<file path="config.mk">
export PLATFORM = sky130hd
export DESIGN_NAME = bin2bcd_seq
export DESIGN_NICKNAME = d
export VERILOG_FILES = /design/src/rtl/bin2bcd_seq.sv
export SDC_FILE = /design/constraint.sdc
export NUM_CORES = 1
export LEC_CHECK = 0
export ABC_AREA = 1
export BUFFER_PORTS_ARGS = -buffer_cell sky130_fd_sc_hd__buf_2
export CAP_MARGIN = 25
export CORE_MARGIN = 2
export CORE_UTILIZATION = 49
export CTS_CLUSTER_DIAMETER = 40
export DETAILED_ROUTE_END_ITERATION = 16
export PLACE_DENSITY = 0.73
export SETUP_SLACK_MARGIN = 0.5
export SYNTH_ARGS = -nofsm -noshare
export SYNTH_HDL_FRONTEND = slang
export SYNTH_SLANG_ARGS = --single-unit
</file>
<file path="constraint.sdc">
create_clock -name clock -period 1.8 [get_ports clock]
set_input_delay 0.18 -clock clock [delete_from_list [all_inputs] [get_ports clock]]
set_output_delay 0.18 -clock clock [all_outputs]
set_load 0.03 [all_outputs]
</file>
<file path="src/rtl/bin2bcd_seq.sv">
// Sequential shift-add-3 (double-dabble) binary-to-BCD converter.
// One SHIFT cycle per input bit; the last completed result is held on bcd.
module bin2bcd_seq #(
  parameter int WIDTH  = 14,
  parameter int DIGITS = 4
) (
  input  logic                  clock,
  input  logic                  rst_n,
  input  logic                  start,
  input  logic [WIDTH-1:0]      bin,
  output logic [4*DIGITS-1:0]   bcd,
  output logic                  busy,
  output logic                  done,
  output logic                  overflow
);

  // state | meaning
  // IDLE  | waiting for start; bcd/overflow hold the previous result
  // SHIFT | one correct-then-shift iteration per input bit (WIDTH cycles)
  // DONE  | publish bcd/overflow, pulse done, return to IDLE

  localparam int BW = 4 * DIGITS + 4;
  localparam int CW = (WIDTH > 1) ? $clog2(WIDTH) : 1;
  localparam logic [31:0]          MAX_VAL   = 32'(10 ** DIGITS - 1);
  localparam logic [4*DIGITS-1:0]  ALL_NINES = {DIGITS{4'h9}};
  localparam logic [CW-1:0]        CNT_LOAD  = CW'(WIDTH - 1);

  typedef enum logic [1:0] {
    IDLE  = 2'd0,
    SHIFT = 2'd1,
    DONE  = 2'd2
  } state_t;

  state_t           state;
  logic [BW-1:0]    bcd_work;
  logic [BW-1:0]    bcd_adj;
  logic [WIDTH-1:0] bin_work;
  logic [CW-1:0]    cnt;
  logic             ovf_pend;
  logic             in_range;

  always_comb begin
    in_range = (32'(bin) <= MAX_VAL);
  end

  // Correction works on the pre-shift value, including the guard nibble.
  always_comb begin
    bcd_adj = bcd_work;
    for (int i = 0; i < DIGITS + 1; i++) begin
      if (bcd_work[4*i +: 4] >= 4'd5) begin
        bcd_adj[4*i +: 4] = bcd_work[4*i +: 4] + 4'd3;
      end
    end
  end

  always_ff @(posedge clock or negedge rst_n) begin
    if (!rst_n) begin
      state    <= IDLE;
      bcd_work <= '0;
      bin_work <= '0;
      cnt      <= '0;
      ovf_pend <= 1'b0;
      bcd      <= '0;
      busy     <= 1'b0;
      done     <= 1'b0;
      overflow <= 1'b0;
    end else begin
      done <= 1'b0;
      case (state)
        IDLE: begin
          if (start) begin
            bin_work <= bin;
            bcd_work <= '0;
            cnt      <= CNT_LOAD;
            ovf_pend <= !in_range;
            busy     <= 1'b1;
            state    <= SHIFT;
          end
        end
        SHIFT: begin
          bcd_work <= {bcd_adj[BW-2:0], bin_work[WIDTH-1]};
          bin_work <= bin_work << 1;
          // A bit falling out of the guard nibble can only mean saturation.
          ovf_pend <= ovf_pend | bcd_adj[BW-1];
          if (cnt == '0) begin
            state <= DONE;
          end else begin
            cnt <= cnt - CW'(1);
          end
        end
        DONE: begin
          bcd      <= ovf_pend ? ALL_NINES : bcd_work[4*DIGITS-1:0];
          overflow <= ovf_pend;
          done     <= 1'b1;
          busy     <= 1'b0;
          state    <= IDLE;
        end
        default: begin
          busy  <= 1'b0;
          state <= IDLE;
        end
      endcase
    end
  end

endmodule

</file>
==> results of run 1 <==
==> critical path: cells and delay by family, from the launching register on <==
family	cells	cell delay (ns)
flip-flops	1	0.45
buffers and inverters	2	0.21
AO/OA/AOI/OAI	1	0.17
AND/OR/NAND/NOR	2	0.43
==> worst max-delay path by stage <==
stage / to / slack [ns] / depth (start not counted)
final: bcd[13] / 0.46 / 5
after global routing: cnt[0] / 0.39 / 7
after CTS: cnt[3] / 0.48 / 6
after detailed placement: cnt[3] / 0.37 / 6
after global placement: bcd_work[12] / 0.45 / 6
after floorplan: bcd_work[17] / 0.63 / 10
==> power by group through the flow <==
stage / Combinational [mW] / Clock (mW) / Sequential [mW]
3_5_place_dp: 2.45 / 0 / 2.31
6_report: 3.06 / 1.42 / 2.32
5_1_grt: 3.46 / 1.51 / 2.38
3_3_place_gp: 2.37 / 0 / 2.30
4_1_cts: 2.55 / 1.43 / 2.29
2_1_floorplan: 1.70 / 0 / 2.47
==> registers in the layout, summed over array words and instances (netlist names) <==
register / flops
bcd_work: 20
bcd: 16
bin_work: 14
cnt: 4
state: 2
busy: 1
done: 1
overflow: 1
ovf_pend: 1
==> metal layers <==
metal / vias to the layer above / wire (um)
li1: 1240 / -
met1: 1171 / 2820
met2: 63 / 3130
met3: 14 / 304
met4: 0 / 125
met5: - / 0
==> cells by family after synthesis <==
group | share of synthesized area, %
xor gates and xnor gates | 1.21
buffers and inverters | 7.27
AOI/OAI and AO/OA | 13.3
DFF | 51.9
and+or+nand+nor | 21.5
adders and majority gates | 4.76
==> what timing repair did <==
action                                  4_1_cts  5_1_grt
gates cloned                                  0        0
resized for setup                             9       53
pin swaps                                     1        8
setup buffers                                 3       14
hold buffers                                  1        0
endpoints found under the setup margin       29       35
hold endpoints to repair                     17        0
==> placed cells by master, fill, tap and decap left out, drive strengths merged, types with 2 or more instances in the layout <==
master / instances
xor2: 4
buf: 56
bufinv: 2
ha: 11
clkinv: 3
dfrtp: 60
inv: 40
o21ai: 51
nor2: 38
nand2: 91
a21oi: 20
o22ai: 2
nand3: 20
clkbuf: 12
==> cells in the mapped netlist (all sizes together) <==
master  count  area [um^2]
buf         7         48.8
a21oi      20          100
o22ai       2         12.5
a22oi       1         7.51
nand4       1         6.26
ha         11          138
nor2       38          159
nand3      20          100
clkbuf      1         5.00
nand2      91          357
inv        41          156
o21ai      51          255
dfrtp      60         1500
o221ai      1         8.76
xor2        4         35.0
==> area by class of cell <==
| type | instances | area share [%] |
|---|---|---|
| tap | 72 | 2.44 |
| clock inverter | 4 | 1.90 |
| inverter | 41 | 4.95 |
| sequential | 60 | 40.8 |
| multi-input combinational | 240 | 35.1 |
| timing repair buffer | 57 | 10.4 |
| clock buffer | 12 | 4.47 |
==> metrics by stage <==
stage | power (mW) | hold slack (ns) | util [%] | setup slack (ns)
after floorplan | 4.17 | -0.116 | - | 0.633
after global placement | 4.67 | 0.132 | 56.1 | 0.454
after detailed placement | 4.76 | 0.137 | 56.1 | 0.374
after CTS | 6.27 | 0.0591 | 61.6 | 0.478
after global routing | 7.35 | 0.102 | 65.9 | 0.392
final | 6.80 | 0.0836 | 65.9 | 0.461
==> results.md, run 1 <==
- Run status: complete, no violations
- RSZ-0062 raised after global routing: yes
- Filler cell count in the final layout: 480
- First-pass GRT wire length: around 10000 um
- VDD IR max: 1.35 mV
- Clk_skew: ~0.0063 ns
- Max-cap viol count: 0
- Worst-Margin Slew: ~0.43 ns
- Flop pwr share: between 30% and 40%
- CTS Buf Count: 9
- Grt met3 use: 6.67%
- Reg-to-reg slack, setup: between 0.4 and 0.5 ns
- DP Area: between 3000 and 4000 um^2
- Post-Synthesis Cells: approximately 350
- Hold Path Sink: bin_work[0]
- Clock share of power: 20.9%
- Crit-path max cell delay: about 0.45 ns
- Post-route design area: approximately 3700 um^2
- Pwr/cell area: 1840 nW/um^2
- Ys Warns: 0
- Hold Fails Final Rpt: 0
- Switching power: between 2 and 3 mW
- Non-Filler Instances: slightly below 500
- Area of the multi-input gates: ~1300 um^2
- Number of global-route vias before repair: around 2300
- Clock buffer depth: 2
- Clk_lat worst skew: 0.35 ns
- Worst R2R Path Depth: 5
- DRT Pass-1 Iters: 4
- H-tree depth: 3
- Post-synthesis instance area: between 2000 and 3000 um^2
- DRC: 0
- Die area: 6530 um^2
- Mapped Nets: between 300 and 400
- Port Buffers: 35
- Crit-path max FO: 10
- CTS tree: yes
- Share of layout cells above drive strength 1: between 20 and 30%
- Data required time of the critical path: 2.06 ns
- Clk root buf: clkbuf_8
- Syn-to-layout area delta: 27.8%
- Worst EP arrival: approximately 1.6 ns
- Setup TNS: 0 ns
- Via-to-Cell Ratio: ~5
- Initial antenna violation count: 0
- Post-synthesis cell type count: 23
- Sequential Area: 1510 um^2
- Reg2Reg Launch Point: state[0]
- Critical path class: reg -> reg
- CP max-delay cell: dfrtp_1
- Final setup vio count: 0
- Clk pin slew, worst setup/hold paths: 0.07 ns
- Worst Hold Class: in -> reg
- Hold Path Depth: 3
- Sw frac: between 40% and 50%
- N_diodes: 0
- Worst hold path startpoint: bin[0]
- Clk sinks: 60
- Core box area: roughly 5600 um^2
- Crit. Startpoint: state[0]
- Initial DRC count: between 100 and 150
- Fin nets: about 440
- Largest net degree at the start of global routing: 44
- Standard-cell rows: 27
- R2r endpoint: bcd[13]
- Routability congestion estimate: about 0.76
- Overflow after GRT: 0
- Tcrit/Tclk final: 74.4%
- Slew Viols, Final: 0
- Hpwl dp: 3870 um
- Initial core utilization: between 50% and 60%
- Busiest metal layer after global routing: met2
- Avg Cell Area, Syn: ~8.3 um^2
- Via count: roughly 2500
- Chip height: a little over 80 um
- P_int: around 4.0 mW
- Yosys reg bits: 60
- Lkg Pwr: roughly 1.8 nW
- Gate power share: 45.0%
- Critical Path End Type: flip-flop
- Routed Antenna Nets: 0
- Horiz. Die Dim: slightly above 80 um
- Met2 usage: 32.6%
- Slew headroom: about 72%
- Type of origin of the critical path: flip-flop
- Num ports: 36
- Total Routing Usage GR: about 20%
- Final wirelength: roughly 6400 um
- Post-synthesis sequential area ratio: approximately half
- Min cycle time layout: approximately 1.3 ns
- Placed Cells: between 400 and 500
- GR met1 Demand/Resource: around 25%
- Crit path cell chain: inv_1 -> nand2_2 -> nor2_8 -> inv_2 -> o21ai_0
- Wire per inst: about 13 um
- FMAX: about 750 MHz
Power figures use the tool's default switching activity.
==> inputs of run 2 (changes only) <==
- clock period: 1.8 -> 1.3 ns (I/O delays scaled with it)
==> run 2 against run 1 <==
  * The flow now finishes with violations (setup timing)
  * Critical path depth grew 2
  * Clock power grew 42%
  * Clock skew grew 0.0066 ns
  * Highest routed layer unchanged
  * Combinational power grew 140%
  * Cell area grew 33%
  * Largest power group unchanged
  * Maximum frequency grew 2.2%
==> results.md, run 2 (synthesis results as in run 1) <==
- Critical path class: reg -> reg
- Wire per inst: 16.9 um (+29%)
- Chip height: 80.8 um (unchanged)
- Crit path cell chain: inv_4 -> nand2_8 -> nand2_8 -> buf_12 -> inv_8 -> nand2_1 -> o21ai_1
- Crit-path max FO: 8 (-2)
- Clk_skew: 0.0129 ns (+0.00660 ns)
- Total Routing Usage GR: 25.9% (+5.8 points)
- Critical Path End Type: flip-flop
- Clock buffer depth: 2 (unchanged)
- Die area: 6530 um^2 (unchanged)
- Initial antenna violation count: 0 (unchanged)
- Largest reg by FF count: bcd_work
- DRC: 0 (unchanged)
- CTS Buf Count: 9 (unchanged)
- Horiz. Die Dim: 80.8 um (unchanged)
- Overflow after GRT: 0 (unchanged)
- CTS tree: yes
- Final setup vio count: 2 (+2)
- Final wirelength: 9180 um (+44%)
- Worst Hold Class: in -> reg
- Run status: complete, but fails checks
- N_diodes: 0 (unchanged)
- Initial core utilization: 51.5% (unchanged)
- First-pass GRT wire length: 12700 um (+27%)
- Tcrit/Tclk final: 101% (+26 points)
- Type of origin of the critical path: flip-flop
- Slew Viols, Final: 0 (unchanged)
- Via count: 2916 (+17%)
- Syn-to-layout area delta: 70.1%
- Post-route design area: 4920 um^2 (+33%)
- Fin nets: 494 (+13%)
- Most common cell after layout, fill and taps aside: nand2_1
- Hold Fails Final Rpt: 0 (unchanged)
- Final Util: 87.7% (+22 points)
- Data required time of the critical path: 1.54 ns (-0.52 ns)
- Failing checks: setup timing
- Initial DRC count: 226 (+110%)
- Final worst slack: -0.0103 ns (-0.472 ns)
- Clk root buf: clkbuf_8
- Clk sinks: 60 (unchanged)
- Hpwl dp: 4080 um (+5.4%)
- Most frequent cells in the layout: nand2_1 (60), dfrtp_1 (58), buf_4 (50), buf_6 (34), o21ai_2 (24)
- Worst-Margin Slew: 0.343 ns (-0.0818 ns)
- Core box area: 5610 um^2 (unchanged)
- Met2 usage: 47.9% (+15 points)
- Number of global-route vias before repair: 2756 (+21%)
- Share of layout cells above drive strength 1: 57.1% (+29 points)
- Crit-path max cell delay: 0.43 ns (-0.02 ns)
- H-tree depth: 3 (unchanged)
- Busiest metal layer after global routing: met2
- DP Area: 3380 um^2 (+7.4%)
- Lkg Pwr: 2.33 nW (+26%)
- Clk_lat worst skew: 0.36 ns (about the same)
- Placement Setup Slack: 0.0120 ns (-0.362 ns)
- RSZ-0062 raised after global routing: yes
- GR met1 Demand/Resource: 28.9% (+3.4 points)
- Largest net degree at the start of global routing: 61 (+39%)
- Standard-cell rows: 27 (unchanged)
- DRT Pass-1 Iters: 4 (unchanged)
- Min cycle time layout: 1.31 ns (-0.0282 ns)
- Max-cap viol count: 0 (unchanged)
- Slew headroom: 77.1% (+5.5 points)
- Grt met3 use: 3.89% (-2.8 points)
- FMAX: 763 MHz (+2.2%)
- Via-to-Cell Ratio: 5.37 (+4.9%)
- Worst EP arrival: 1.55 ns (-0.05 ns)
- Clk pin slew, worst setup/hold paths: 0.07 ns (about the same)
- Top flop regs: bcd_work x20, bcd x16, bin_work x14
- CP max-delay cell: dfrtp_1
- Max reg flops: 20 (unchanged)
- Num ports: 36 (unchanged)
- VDD IR max: 1.84 mV (+37%)
- Pwr/cell area: 2600 nW/um^2 (+41%)
- Routability congestion estimate: 0.779 (+3.1%)
- Worst path most repeated cell: nand2_8
- Routed Antenna Nets: 0 (unchanged)
- Port Buffers: 35 (unchanged)
run 2: cell count changes in the layout (fill, tap and decap cells not counted), moves of 16 or more:
cell / delta
o21ai_0: -34
buf_4: +33
buf_6: +33
o21ai_2: +24
buf_2: -19
nor2_1: -19
a21oi_1: -17
nand2_1: -17
a21oi_2: +16
run 2: path summary, 6_finish.rpt:
kind	from	to	slack [ns]	cells past startpoint
min in group asynchronous	rst_n	bcd[0]	0.30	3
hold / removal	bin[0]	bin_work[0]	0.03	3
setup / recovery	state[1]	bcd_work[10]	-0.01	7
hold reg to reg	bcd[1]	bcd[1]	0.50	2
setup reg to reg	state[1]	bcd_work[10]	-0.01	7
max in group asynchronous	rst_n	state[0]	0.70	3
run 2: area by class of cell:
cell class | count | area [um^2]
tap | 72 | 90.1
sequential | 60 | 1500
clock buffer | 12 | 165
fill | 252 | 691
inverter | 41 | 194
timing repair buffer | 110 | 1040
multi-input combinational | 240 | 1820
clock inverter | 4 | 70.1
timing repair inverter | 4 | 40.0
run 2: critical path, delay by kind of cell (launching register included):
family          cells  cell delay (ns)
flops               1             0.43
simple gates        3             0.37
buf+inv             3             0.31
compound gates      1             0.07
run 2: metal layers:
layer	wire [um]	part of all wire, %
met1	3480	38
met2	5100	56
met3	305	3.3
met4	294	3.2
met5	0	0
run 2: per-stage QoR:
step / hold slack, ns / power [mW] / cells / TNS [ns]
3_5_place_dp: 0.165 / 7.20 / 461 / 0
5_1_grt: 0.0252 / 13.5 / 543 / -0.165
4_1_cts: 0.00799 / 10.7 / 523 / 0
6_report: 0.0306 / 12.8 / 543 / -0.0133
2_1_floorplan: -0.166 / 6.21 / 349 / 0
3_3_place_gp: 0.165 / 7.05 / 461 / 0
run 2: power breakdown:
part	switching [mW]	internal [mW]	leakage, nW
Sequential	0.777	2.65	0.719
Combinational	3.98	3.35	1.49
Clock	0.792	1.23	0.122
run 2: what timing repair did:
action | CTS | global route
hold endpoints to repair | 60 | 0
gates resized for setup | 106 | 121
pin swaps | 17 | 33
buffers inserted | 42 | 18
hold buffers | 1 | 0
endpoints found under the setup margin | 79 | 79
cloned | 3 | 2
